$ cat config.mk
export PLATFORM = sky130hd
export DESIGN_NAME = pwls_reg_write_arbiter
export DESIGN_NICKNAME = d
export VERILOG_FILES = /design/src/rtl/pwls_reg_write_arbiter.sv
export SDC_FILE = /design/constraint.sdc
export NUM_CORES = 1
export LEC_CHECK = 0
export BUFFER_PORTS_ARGS = -buffer_cell sky130_fd_sc_hd__buf_2
export CAP_MARGIN = 20
export CORE_MARGIN = 2
export CORE_UTILIZATION = 40
export CTS_CLUSTER_SIZE = 14
export DETAILED_ROUTE_END_ITERATION = 10
export GPL_ROUTABILITY_DRIVEN = 0
export SETUP_SLACK_MARGIN = 0.15
export SLEW_MARGIN = 20
export SYNTH_ARGS = -nofsm -noshare
export SYNTH_HDL_FRONTEND = slang
export SYNTH_SLANG_ARGS = --single-unit
$ cat constraint.sdc
create_clock -name clk -period 2.3 [get_ports clk]
set_input_delay 0.115 -clock clk [delete_from_list [all_inputs] [get_ports clk]]
set_output_delay 0.115 -clock clk [all_outputs]
set_load 0.05 [all_outputs]
$ cat src/rtl/pwls_reg_write_arbiter.sv
// Round-robin arbiter that places host (FIFO) and sequencer (hold register) writes
// into ALU idle slots. Optional macro PWLS_ARB_COALESCE_EN: latest-wins sequencer hold.
module pwls_reg_write_arbiter #(
  parameter int REG_BITS   = 16,
  parameter int ADDR_BITS  = 6,
  parameter int FIFO_DEPTH = 4
) (
  input  logic                 clk,
  input  logic                 reset,
  input  logic                 next_en,
  input  logic                 host_valid,
  output logic                 host_ready,
  input  logic [ADDR_BITS-1:0] host_addr,
  input  logic [REG_BITS-1:0]  host_data,
  input  logic                 host_state,
  input  logic                 seq_valid,
  output logic                 seq_ready,
  input  logic [ADDR_BITS-1:0] seq_addr,
  input  logic [REG_BITS-1:0]  seq_data,
  output logic [ADDR_BITS-1:0] reg_waddr,
  output logic [REG_BITS-1:0]  reg_wdata,
  output logic                 reg_we,
  output logic                 control_reg_write,
  output logic                 state_reg_write,
  output logic                 busy
`ifdef PWLS_ARB_COALESCE_EN
  ,
  output logic [15:0]          seq_drop_count
`endif
);

  localparam int PTR_W = $clog2(FIFO_DEPTH);
  localparam int CNT_W = $clog2(FIFO_DEPTH + 1);

  typedef struct packed {
    logic [ADDR_BITS-1:0] addr;
    logic [REG_BITS-1:0]  data;
    logic                 state;
  } host_entry_t;

  typedef enum logic {GRANT_HOST, GRANT_SEQ} src_e;

  host_entry_t          fifo_mem [FIFO_DEPTH];
  logic [PTR_W-1:0]     wr_ptr, rd_ptr;
  logic [CNT_W-1:0]     count;
  logic                 hold_valid;
  logic [ADDR_BITS-1:0] hold_addr;
  logic [REG_BITS-1:0]  hold_data;
  src_e                 last_grant;

  logic        push, load, host_grant, seq_grant;
  host_entry_t head;

  assign head       = fifo_mem[rd_ptr];
  assign host_ready = !reset && (count < CNT_W'(FIFO_DEPTH));
`ifdef PWLS_ARB_COALESCE_EN
  assign seq_ready  = !reset;
`else
  assign seq_ready  = !reset && !hold_valid;
`endif
  assign push = host_valid && host_ready;
  assign load = seq_valid && seq_ready;
  assign busy = (count != '0) || hold_valid || reg_we;

  // NOTE: every variable gets a default first so no latch is inferred.
  always_comb begin
    host_grant = 1'b0;
    seq_grant  = 1'b0;
    if (!next_en) begin
      if ((count != '0) && hold_valid) begin
        host_grant = (last_grant == GRANT_SEQ);
        seq_grant  = (last_grant == GRANT_HOST);
      end else begin
        host_grant = (count != '0);
        seq_grant  = hold_valid;
      end
    end
  end

  // NOTE: FIFO storage is not reset; count/pointers alone define which entries are valid.
  always_ff @(posedge clk) begin
    if (push) fifo_mem[wr_ptr] <= '{addr: host_addr, data: host_data, state: host_state};
  end

  // NOTE: all sequential state uses non-blocking assignments.
  always_ff @(posedge clk) begin
    if (reset) begin
      wr_ptr            <= '0;
      rd_ptr            <= '0;
      count             <= '0;
      hold_valid        <= 1'b0;
      hold_addr         <= '0;
      hold_data         <= '0;
      last_grant        <= GRANT_SEQ;
      reg_we            <= 1'b0;
      reg_waddr         <= '0;
      reg_wdata         <= '0;
      control_reg_write <= 1'b0;
      state_reg_write   <= 1'b0;
    end else begin
      if (push) wr_ptr <= wr_ptr + 1'b1;
      if (host_grant) rd_ptr <= rd_ptr + 1'b1;
      case ({push, host_grant})
        2'b10:   count <= count + 1'b1;
        2'b01:   count <= count - 1'b1;
        default: count <= count;
      endcase

      // A same-cycle load wins over the grant clear; the old value is still issued below.
      if (load) begin
        hold_valid <= 1'b1;
        hold_addr  <= seq_addr;
        hold_data  <= seq_data;
      end else if (seq_grant) begin
        hold_valid <= 1'b0;
      end

      reg_we            <= host_grant || seq_grant;
      control_reg_write <= host_grant && !head.state;
      state_reg_write   <= (host_grant && head.state) || seq_grant;
      if (host_grant) begin
        reg_waddr  <= head.addr;
        reg_wdata  <= head.data;
        last_grant <= GRANT_HOST;
      end else if (seq_grant) begin
        reg_waddr  <= hold_addr;
        reg_wdata  <= hold_data;
        last_grant <= GRANT_SEQ;
      end
    end
  end

`ifdef PWLS_ARB_COALESCE_EN
  // Counts sequencer writes overwritten before they reached the ALU.
  always_ff @(posedge clk) begin
    if (reset) begin
      seq_drop_count <= '0;
    end else if (load && hold_valid && !seq_grant && (seq_drop_count != 16'hFFFF)) begin
      seq_drop_count <= seq_drop_count + 16'd1;
    end
  end
`endif

endmodule

==> results of run 1 <==
[critical path, delay by kind of cell (launching register included)]
kind | cells | cell delay (ps)
buffers and inverters | 2 | 110
xor gates and xnor gates | 1 | 150
AOI/OAI and AO/OA | 1 | 120
DFF | 1 | 360
and+or+nand+nor | 3 | 790
adders and majority gates | 2 | 450
[sequential cells by signal, indices dropped and copies added (netlist names), named ones only]
name and flops:
control_reg_write 1, count 3, fifo_mem 92, hold_addr 6, hold_data 16, hold_valid 1
last_grant 1, rd_ptr 2, reg_waddr 6, reg_wdata 16, reg_we 1, state_reg_write 1
wr_ptr 2
[layout by cell type (no fill, tap or decap), types with 2 or more instances in the layout]
cell            n
dfxtp_1        54
clkinvlp_4      3
and3_1          5
nor3_1          2
mux4_2         23
nor3b_1        22
clkbuf_1        2
a21o_1          2
nand2_1        24
xor2_1          2
nand2b_1       25
dlygate4sd3_1  46
a311oi_1       21
and2_1          2
nor2_1         31
inv_6           2
ha_1            4
inv_1           7
edfxtp_1       92
dfxtp_2         3
xnor2_1         2
buf_2          77
o21ai_0        24
buf_4          13
nand3_1        21
or3_1           4
bufinv_16       3
a21oi_1        49
clkinv_4        3
clkbuf_16      17
[power groups by stage]
stage          Sequential, W  Clock (W)  Combinational (W)
6_report             0.00351    0.00274            0.00296
3_3_place_gp         0.00353          0            0.00288
4_1_cts              0.00350    0.00279            0.00298
3_5_place_dp         0.00356          0            0.00290
5_1_grt              0.00356    0.00289            0.00320
2_1_floorplan        0.00420          0            0.00155
[path summary, 6_finish.rpt]
check        slack (ps)                    start  cells after the start                     end
max                 240  hold_valid$_SDFFE_PP0P_                      9   count[2]$_SDFFE_PP0P_
min                 160               host_valid                      3  wr_ptr[1]$_SDFFE_PP0P_
max reg2reg         240  hold_valid$_SDFFE_PP0P_                      9   count[2]$_SDFFE_PP0P_
min reg2reg         490   rd_ptr[1]$_SDFFE_PP0N_                      2  rd_ptr[1]$_SDFFE_PP0N_
[per-layer routing]
metal	track usage	share of wire
met5	0	0
met4	0.0698	0.020
met3	0.0389	0.048
met2	0.240	0.44
met1	0.240	0.49
[cells by family after synthesis]
kind of cell	count (synthesis)	synth area share
multiplexers	23	0.0849
XOR/XNOR	4	0.00574
flip-flops	150	0.643
AO/OA/AOI/OAI	100	0.0984
buffers and inverters	44	0.0342
adder cells (fa/ha/maj)	6	0.0135
AND/OR/NAND/NOR	140	0.120
[repair_timing]
item                       in CTS  in global routing
hold endpoints to repair      115                  0
hold buffers                   46                  0
setup endpoints to repair       0                  1
resized for setup               0                  2
[layout make-up]
type | instances | area (um^2) | share of cell area
sequential | 150 | 3930 | 0.508
multi-input combinational | 273 | 1990 | 0.257
clock inverter | 11 | 153 | 0.0197
tap | 188 | 235 | 0.0304
clock buffer | 19 | 433 | 0.0559
timing repair buffer | 137 | 963 | 0.124
inverter | 8 | 35.0 | 0.00452
[stage by stage]
stage | total power, W | utilization | hold WS, ps | instance area (um^2) | setup WS (ps)
floorplan | 0.00576 | - | 214 | 6130 | 103
global placement | 0.00641 | 0.445 | 317 | 6690 | 274
detailed placement | 0.00646 | 0.445 | 315 | 6690 | 209
CTS | 0.00927 | 0.515 | 147 | 7740 | 194
global route | 0.00965 | 0.515 | 185 | 7740 | 163
finish | 0.00921 | 0.515 | 161 | 7740 | 244
==> run_results.csv, run 1 <==
group,metric,value,unit
clocking,clkTransAtPathRegs,60,ps
power_and_ir_drop,p_per_area,1190,mW/mm^2
clocking,post-cts-setup-buffers,0,
sta,hold_viol,0,
clocking,cts_inserted_buffers,17,
setup_path,crit_path_cell_trace,"nor2b_1 > or3_4 > clkinv_4 > ha_4 > inv_1 > fa_2 > xor2_1 > or3_1 > a21oi_1",
setup_path,slowest_stage,"dfxtp_4",
sta,final.period_utilization,0.894,
drt,drt-initial-drc-count,442,
clocking,clkSinkCount,150,
synth,synth.area.top_cells,"edfxtp_1 (45%), dfxtp_1 (19%), mux4_2 (8.5%)",
power_and_ir_drop,irDropWorstVdd,574,uV
power_and_ir_drop,p_leak,2.69,nW
setup_path,path_class,"reg -> reg",
clocking,max-clock-path-buffers,2,
synth,netlist_instances,467,
clocking,clock_latency,410,ps
power_and_ir_drop,combPwrFrac,0.321,
sta,tns,0,ps
die,core-area,0.0150,mm^2
synth,yosys.area.top_type_share,0.453,
sta,skew,7.81,ps
sta,slew_headroom,0.628,
synth,synthFlopType,"edfxtp_1",
finish,stdcell_count,786,
power_and_ir_drop,power_frac_seq,0.381,
drt,num_vias,4088,
sta,min_period,2060,ps
finish,fillers,1306,
setup_path,end_kind,"flop",
run,maxCapViolCount,0,
clocking,clock-root-buffer,"clkbuf_16",
global_route,grt-ovfl-total,0,
finish,n_antenna_cell,0,
sta,fmax,486,MHz
power_and_ir_drop,switching_share,0.354,
die,dieHeight,128,um
placement,dp_cells,710,
drt,viasPerCell,5.20,
finish,drive_above_1_share,0.254,
synth,synth-seq-cells,150,
die,die_area,0.0163,mm^2
drt,ant_nets,0,
sta,tightest_slew,558,ps
sta,rsz0062_at_grt,"no",
die,start_util,0.406,
sta,setup_viol,0,
synth,yosysTopAreaCell,"edfxtp_1",
global_route,grt_pass1_vias,3951,
global_route,grt_usage,0.166,
clocking,cts_tree,"done",
drt,drt-total-wl,13.0,mm
finish,syn_to_final_growth,26.9,%
drt,wl_per_cell,16.5,um
setup_path,worst_ep_arrival_time,2390,ps
synth,synth_warnings,0,
clocking,htree_levels,4,
power_and_ir_drop,p_switching,0.00326,W
sta,slew_viol_final,0,
global_route,antenna_found_initial,0,
synth,synth-edff-count,92,
drt,first_pass_iters,5,
die,io_pins,78,
placement,port_buffers,77,
synth,yosysSeqAreaShare,0.643,
finish,nets,643,
synth,synth.most_common_cell,"edfxtp_1",
setup_path,crit_path_max_fanout,7,
synth,synth_common_cells,"edfxtp_1 (92), dfxtp_1 (58), a21oi_1 (49), nor2_1 (32), nand2b_1 (25)",
synth,yosysUniqueCellTypes,34,
synth,synth.avg_cell_area,13.1,um^2
power_and_ir_drop,p_clk_frac,0.298,
synth,synth_area,0.00610,mm^2
power_and_ir_drop,p_int,0.00596,W
die,die_w,128,um
synth,async_reset_ff_frac,0,
placement,hpwl,7.97,mm
setup_path,slowest_delay,360,ps
drt,drcViolationCount,0,
min_path,hold_class,"in -> reg",
die,row_count,45,
global_route,grt_pass1_wl,20.7,mm
run_status,status,"complete, no violations",
synth,synth_nets,523,
setup_path,start_kind,"flop",
global_route,grt_max_degree,59,
setup_path,cp.required,2640,ps
Power figures use the tool's default switching activity.
==> inputs of run 2 (changes only) <==
Settings changed: CTS_BUF_LIST set to sky130_fd_sc_hd__clkbuf_4.
==> run 2 against run 1 <==
Against the previous run: die area did not move; cell count grew 0.38%; worst hold slack lost 46 ps; flip-flop and latch count unchanged; first-iteration DRC count is 12% lower; combinational power hardly changed; sequential power hardly changed; critical path type unchanged.
==> run_results.csv, run 2 (synthesis results as in run 1) <==
group,metric,value,unit
sta,slew_viol_final,0,
setup_path,end_kind,"flop",
sta,setup_viol,0,
global_route,grt_max_degree,59,
clocking,clock_latency,540,ps
drt,wl_per_cell,16.3,um
run,maxCapViolCount,0,
sta,slew_headroom,0.635,
sta,hold_viol,0,
power_and_ir_drop,p_clk_frac,0.206,
setup_path,slowest_stage,"dfxtp_4",
drt,drt-initial-drc-count,387,
die,start_util,0.406,
clocking,cts_tree,"done",
finish,largest-register,"fifo_mem",
setup_path,crit_buf_inv,2,
finish,fillers,1340,
global_route,grt_usage,0.165,
drt,first_pass_iters,4,
sta,rsz0062_at_grt,"no",
min_path,hold_class,"in -> reg",
finish,nets,645,
global_route,grt_pass1_wl,20.6,mm
finish,layout_common_cells,"edfxtp_1 (92), buf_2 (77), dfxtp_1 (54)",
placement,hpwl,7.97,mm
drt,ant_nets,0,
setup_path,worst_ep_arrival_time,2530,ps
drt,viasPerCell,5.11,
drt,drt-total-wl,12.9,mm
clocking,htree_levels,4,
power_and_ir_drop,p_int,0.00504,W
sta,tns,0,ps
drt,num_vias,4030,
clocking,clkTransAtPathRegs,120,ps
sta,skew,16.6,ps
finish,largestRegisters,"fifo_mem: 92 flops, hold_data: 16 flops, reg_wdata: 16 flops",
finish,drive_above_1_share,0.260,
placement,dpl_cell_area,0.00669,mm^2
setup_path,crit_path_cell_trace,"nor2b_1 > or3_4 > clkinv_4 > ha_4 > inv_1 > fa_2 > xor2_1 > or3_1 > a21oi_1",
clocking,max-clock-path-buffers,2,
die,die_w,128,um
sta,min_period,2060,ps
finish,stdcell_area,0.00748,mm^2
global_route,grt-ovfl-total,0,
finish,syn_to_final_growth,22.6,%
power_and_ir_drop,irDropWorstVdd,380,uV
die,io_pins,78,
power_and_ir_drop,combPwrFrac,0.365,
die,core-area,0.0150,mm^2
sta,final.period_utilization,0.894,
die,dieHeight,128,um
power_and_ir_drop,switching_share,0.383,
setup_path,start_kind,"flop",
setup_path,slowest_delay,370,ps
run_status,status,"complete, no violations",
global_route,antenna_found_initial,1,
die,row_count,45,
setup_path,path_class,"reg -> reg",
sta,fmax,486,MHz
sta,tightest_slew,548,ps
power_and_ir_drop,p_leak,2.57,nW
clocking,clock-root-buffer,"clkbuf_4",
global_route,grt_pass1_vias,3928,
setup_path,cp.required,2770,ps
clocking,clkSinkCount,150,
drt,drcViolationCount,0,
power_and_ir_drop,p_switching,0.00313,W
placement,port_buffers,77,
setup_path,crit_path_max_fanout,4,
finish,final_common_cell,"edfxtp_1",
clocking,cts_inserted_buffers,17,
die,die_area,0.0163,mm^2
power_and_ir_drop,power_frac_seq,0.429,
setup_path,path_delay_family,"simple AND/OR/NAND/NOR gates",
finish,largest_register_ffs,92,
power_and_ir_drop,p_per_area,1090,mW/mm^2
-- run 2: per-layer routing --
metal,vias up,track usage,share of wire
li1,1992,-,-
met1,1919,0.238,0.49
met2,95,0.238,0.44
met3,24,0.0402,0.044
met4,0,0.0718,0.025
met5,-,0,0
-- run 2: what timing repair did --
| item | in CTS | in global routing |
|---|---|---|
| gates cloned | 0 | 0 |
| pin swaps | 0 | 1 |
| buffers inserted | 0 | 1 |
| hold endpoints to repair | 117 | 0 |
| hold buffers | 47 | 0 |
| endpoints found under the setup margin | 1 | 1 |
| gates resized for setup | 1 | 4 |
-- run 2: cell type report --
class                           instances  area (um^2)  share of cell area
Inverter                                8         35.0             0.00468
Sequential cell                       150         3940               0.526
Multi-Input combinational cell        273         2000               0.267
Antenna cell                            1         2.50            0.000334
Tap cell                              188          235              0.0314
Timing Repair Buffer                  139          981               0.131
Clock inverter                         11          153              0.0204
Clock buffer                           19          143              0.0191
-- run 2: power by group through the flow --
stage	Sequential [W]	Combinational, W	Clock, W
detailed placement	0.00356	0.00290	0
CTS	0.00350	0.00299	0.00173
floorplan	0.00420	0.00155	0
finish	0.00350	0.00298	0.00169
global route	0.00355	0.00323	0.00183
global placement	0.00353	0.00288	0
-- run 2: worst reg2reg max path, cell delays in order, from the launching register on --
cell	delay (ps)
dfxtp_4	370
nor2b_1	130
or3_4	350
clkinv_4	70
ha_4	120
inv_1	50
fa_2	330
xor2_1	150
or3_1	310
a21oi_1	120
-- run 2: through the flow --
stage / std cells / utilization / setup WS, ps / hold WS [ps] / power, W
finish: 789 / 0.498 / 243 / 114 / 0.00817
floorplan: 467 / - / 103 / 214 / 0.00576
CTS: 787 / 0.496 / 178 / 74.2 / 0.00822
global route: 789 / 0.498 / 153 / 123 / 0.00861
detailed placement: 710 / 0.445 / 209 / 315 / 0.00646
global placement: 710 / 0.445 / 274 / 317 / 0.00641
-- run 2: final timing paths --
check | start | end | depth (start not counted) | slack (ps)
setup / recovery | hold_valid$_SDFFE_PP0P_ | count[2]$_SDFFE_PP0P_ | 9 | 240
hold / removal | reset | wr_ptr[1]$_SDFFE_PP0P_ | 5 | 110
setup reg to reg | hold_valid$_SDFFE_PP0P_ | count[2]$_SDFFE_PP0P_ | 9 | 240
hold reg to reg | hold_data[6]$_SDFFE_PP0P_ | hold_data[6]$_SDFFE_PP0P_ | 2 | 500
==> inputs of run 3 (changes only) <==
Settings changed: BUFFER_PORTS_ARGS -buffer_cell sky130_fd_sc_hd__buf_2 to -buffer_cell sky130_fd_sc_hd__buf_4.
==> run 3 against run 2 <==
Against the previous run: wire length up 0.92%; non-clock buffer count down 1; cell count did not move; sequential share of layout area decreased by 1.1 points; utilization up 1.1 points; total power up 0.39%; die area stayed put; fmax shrank 0.79%; via count increased by 0.89%; worst hold slack got worse by 4.7 ps; clock skew about the same; critical path type unchanged; largest cell class unchanged.
==> run_results.csv, run 3 (synthesis results as in run 1) <==
group,metric,value,unit
setup_path,slowest_stage,"dfxtp_4",
min_path,min_from,"reset",
finish,stdcell_count,789,
setup_path,end_kind,"flop",
power_and_ir_drop,design_power_total,0.00821,W
finish,multiInputGateArea,0.00200,mm^2
setup_path,crit_path_cell_trace,"nor2b_1 > or3_4 > clkinv_4 > ha_4 > inv_1 > fa_2 > xor2_1 > or3_1 > a21oi_2",
clocking,post-cts-setup-buffers,0,
setup_path,rr_startpoint,"hold_valid$_SDFFE_PP0P_",
drt,first_pass_iters,7,
global_route,grt_usage,0.168,
setup_path,r2r_cells,9,
clocking,clkSinkCount,150,
drt,ant_nets,0,
setup_path,worst_ep_arrival_time,2540,ps
drt,num_vias,4066,
die,die_area,0.0163,mm^2
min_path,hold_class,"in -> reg",
setup_path,cp.required,2770,ps
clocking,clock_latency,540,ps
sta,tightest_slew,556,ps
clocking,clkTransAtPathRegs,120,ps
finish,drive_above_1_share,0.258,
drt,drt-total-wl,13.0,mm
sta,rsz0062_at_grt,"no",
global_route,grt_pass1_vias,4063,
drt,viasPerCell,5.15,
min_path,hold_path_depth,5,
die,dieHeight,128,um
finish,final_common_cell,"edfxtp_1",
finish,layout_common_cells,"edfxtp_1 (92), buf_4 (90), dfxtp_1 (54)",
setup_path,crit_path_max_fanout,7,
finish,seqCellArea,0.00393,mm^2
finish,largestRegisters,"fifo_mem: 92 flops, hold_data: 16 flops, reg_wdata: 16 flops",
finish,largest-register,"fifo_mem",
clocking,clock-root-buffer,"clkbuf_4",
sta,min_period,2070,ps
setup_path,start_kind,"flop",
die,io_pins,78,
sta,hold_viol,0,
placement,dp_cells,710,
sta,final.period_utilization,0.901,
placement,hpwl,7.91,mm
run,maxCapViolCount,0,
drt,wl_per_cell,16.5,um
placement,port_buffers,77,
min_path,hold_end,"wr_ptr[1]$_SDFFE_PP0P_",
clocking,cts_tree,"done",
global_route,antenna_found_initial,1,
sta,tns,0,ps
power_and_ir_drop,p_leak,2.61,nW
clocking,max-clock-path-buffers,2,
sta,skew,16.9,ps
die,row_count,45,
global_route,grt-ovfl-total,0,
die,die_w,128,um
sta,slew_viol_final,0,
sta,setup_viol,0,
setup_path,r2r_end,"count[2]$_SDFFE_PP0P_",
finish,fillers,1292,
clocking,cts_inserted_buffers,17,
finish,syn_to_final_growth,25.2,%
drt,drcViolationCount,0,
die,start_util,0.406,
global_route,grt_pass1_wl,20.9,mm
setup_path,path_class,"reg -> reg",
global_route,grt_max_degree,59,
sta,hold_ws,110,ps
power_and_ir_drop,irDropWorstVdd,376,uV
power_and_ir_drop,p_per_area,1070,mW/mm^2
sta,fmax,482,MHz
finish,nets,644,
finish,largest_register_ffs,92,
setup_path,slowest_delay,380,ps
sta,slew_headroom,0.629,
die,core-area,0.0150,mm^2
run_status,status,"complete, no violations",
clocking,htree_levels,4,
setup_path,worst-r2r-setup-slack,230,ps
drt,drt-initial-drc-count,349,
==> run 3: area by class of cell <==
cell class              instances  share of cell area
flip-flops and latches        150               0.515
multi-input cells             273               0.261
repair buffers                138               0.153
well taps                     188              0.0308
clock buffers                  19              0.0187
clock inverters                12              0.0170
inverters                       8             0.00458
diodes                          1            0.000327
==> run 3: where the power goes <==
group / switching [W] / total (W) / internal [W]
clock: 0.000914 / 0.00158 / 0.000664
combinational: 0.00195 / 0.00311 / 0.00116
sequential: 0.000274 / 0.00351 / 0.00324
total: 0.00314 / 0.00821 / 0.00507
==> run 3: what timing repair did <==
action	in CTS	in global routing
resized for setup	0	4
endpoints found under the setup margin	0	1
hold buffers	47	0
endpoints found under the hold margin	117	0
==> run 3: worst max-delay path: cells and delay by family, from the launching register on <==
family / cells / cell delay (ps)
AOI/OAI and AO/OA: 1 / 110
buffers and inverters: 2 / 120
adders and majority gates: 2 / 450
and+or+nand+nor: 3 / 810
DFF: 1 / 380
xor gates and xnor gates: 1 / 150
==> run 3: stage by stage <==
step	util	setup slack (ps)	area (um^2)
3_3_place_gp	0.458	271	6880
2_1_floorplan	-	103	6130
5_1_grt	0.508	161	7640
6_report	0.508	227	7640
3_5_place_dp	0.458	220	6880
4_1_cts	0.507	185	7630
==> run 3: how the worst max path moves through the flow <==
stage / startpoint / end / slack (ps) / depth (start not counted)
floorplan: hold_valid$_SDFFE_PP0P_ / count[2]$_SDFFE_PP0P_ / 100 / 11
global placement: hold_valid$_SDFFE_PP0P_ / count[2]$_SDFFE_PP0P_ / 270 / 9
detailed placement: hold_valid$_SDFFE_PP0P_ / count[2]$_SDFFE_PP0P_ / 220 / 9
CTS: hold_valid$_SDFFE_PP0P_ / count[2]$_SDFFE_PP0P_ / 190 / 9
global route: hold_valid$_SDFFE_PP0P_ / count[2]$_SDFFE_PP0P_ / 160 / 9
finish: hold_valid$_SDFFE_PP0P_ / count[2]$_SDFFE_PP0P_ / 230 / 9
==> run 3: per-layer routing <==
layer,vias to the layer above,GRT usage,wire length (um)
li1,1987,-,-
met1,1962,0.231,6140
met2,102,0.252,5980
met3,15,0.0465,679
met4,0,0.0718,219
met5,-,0,0
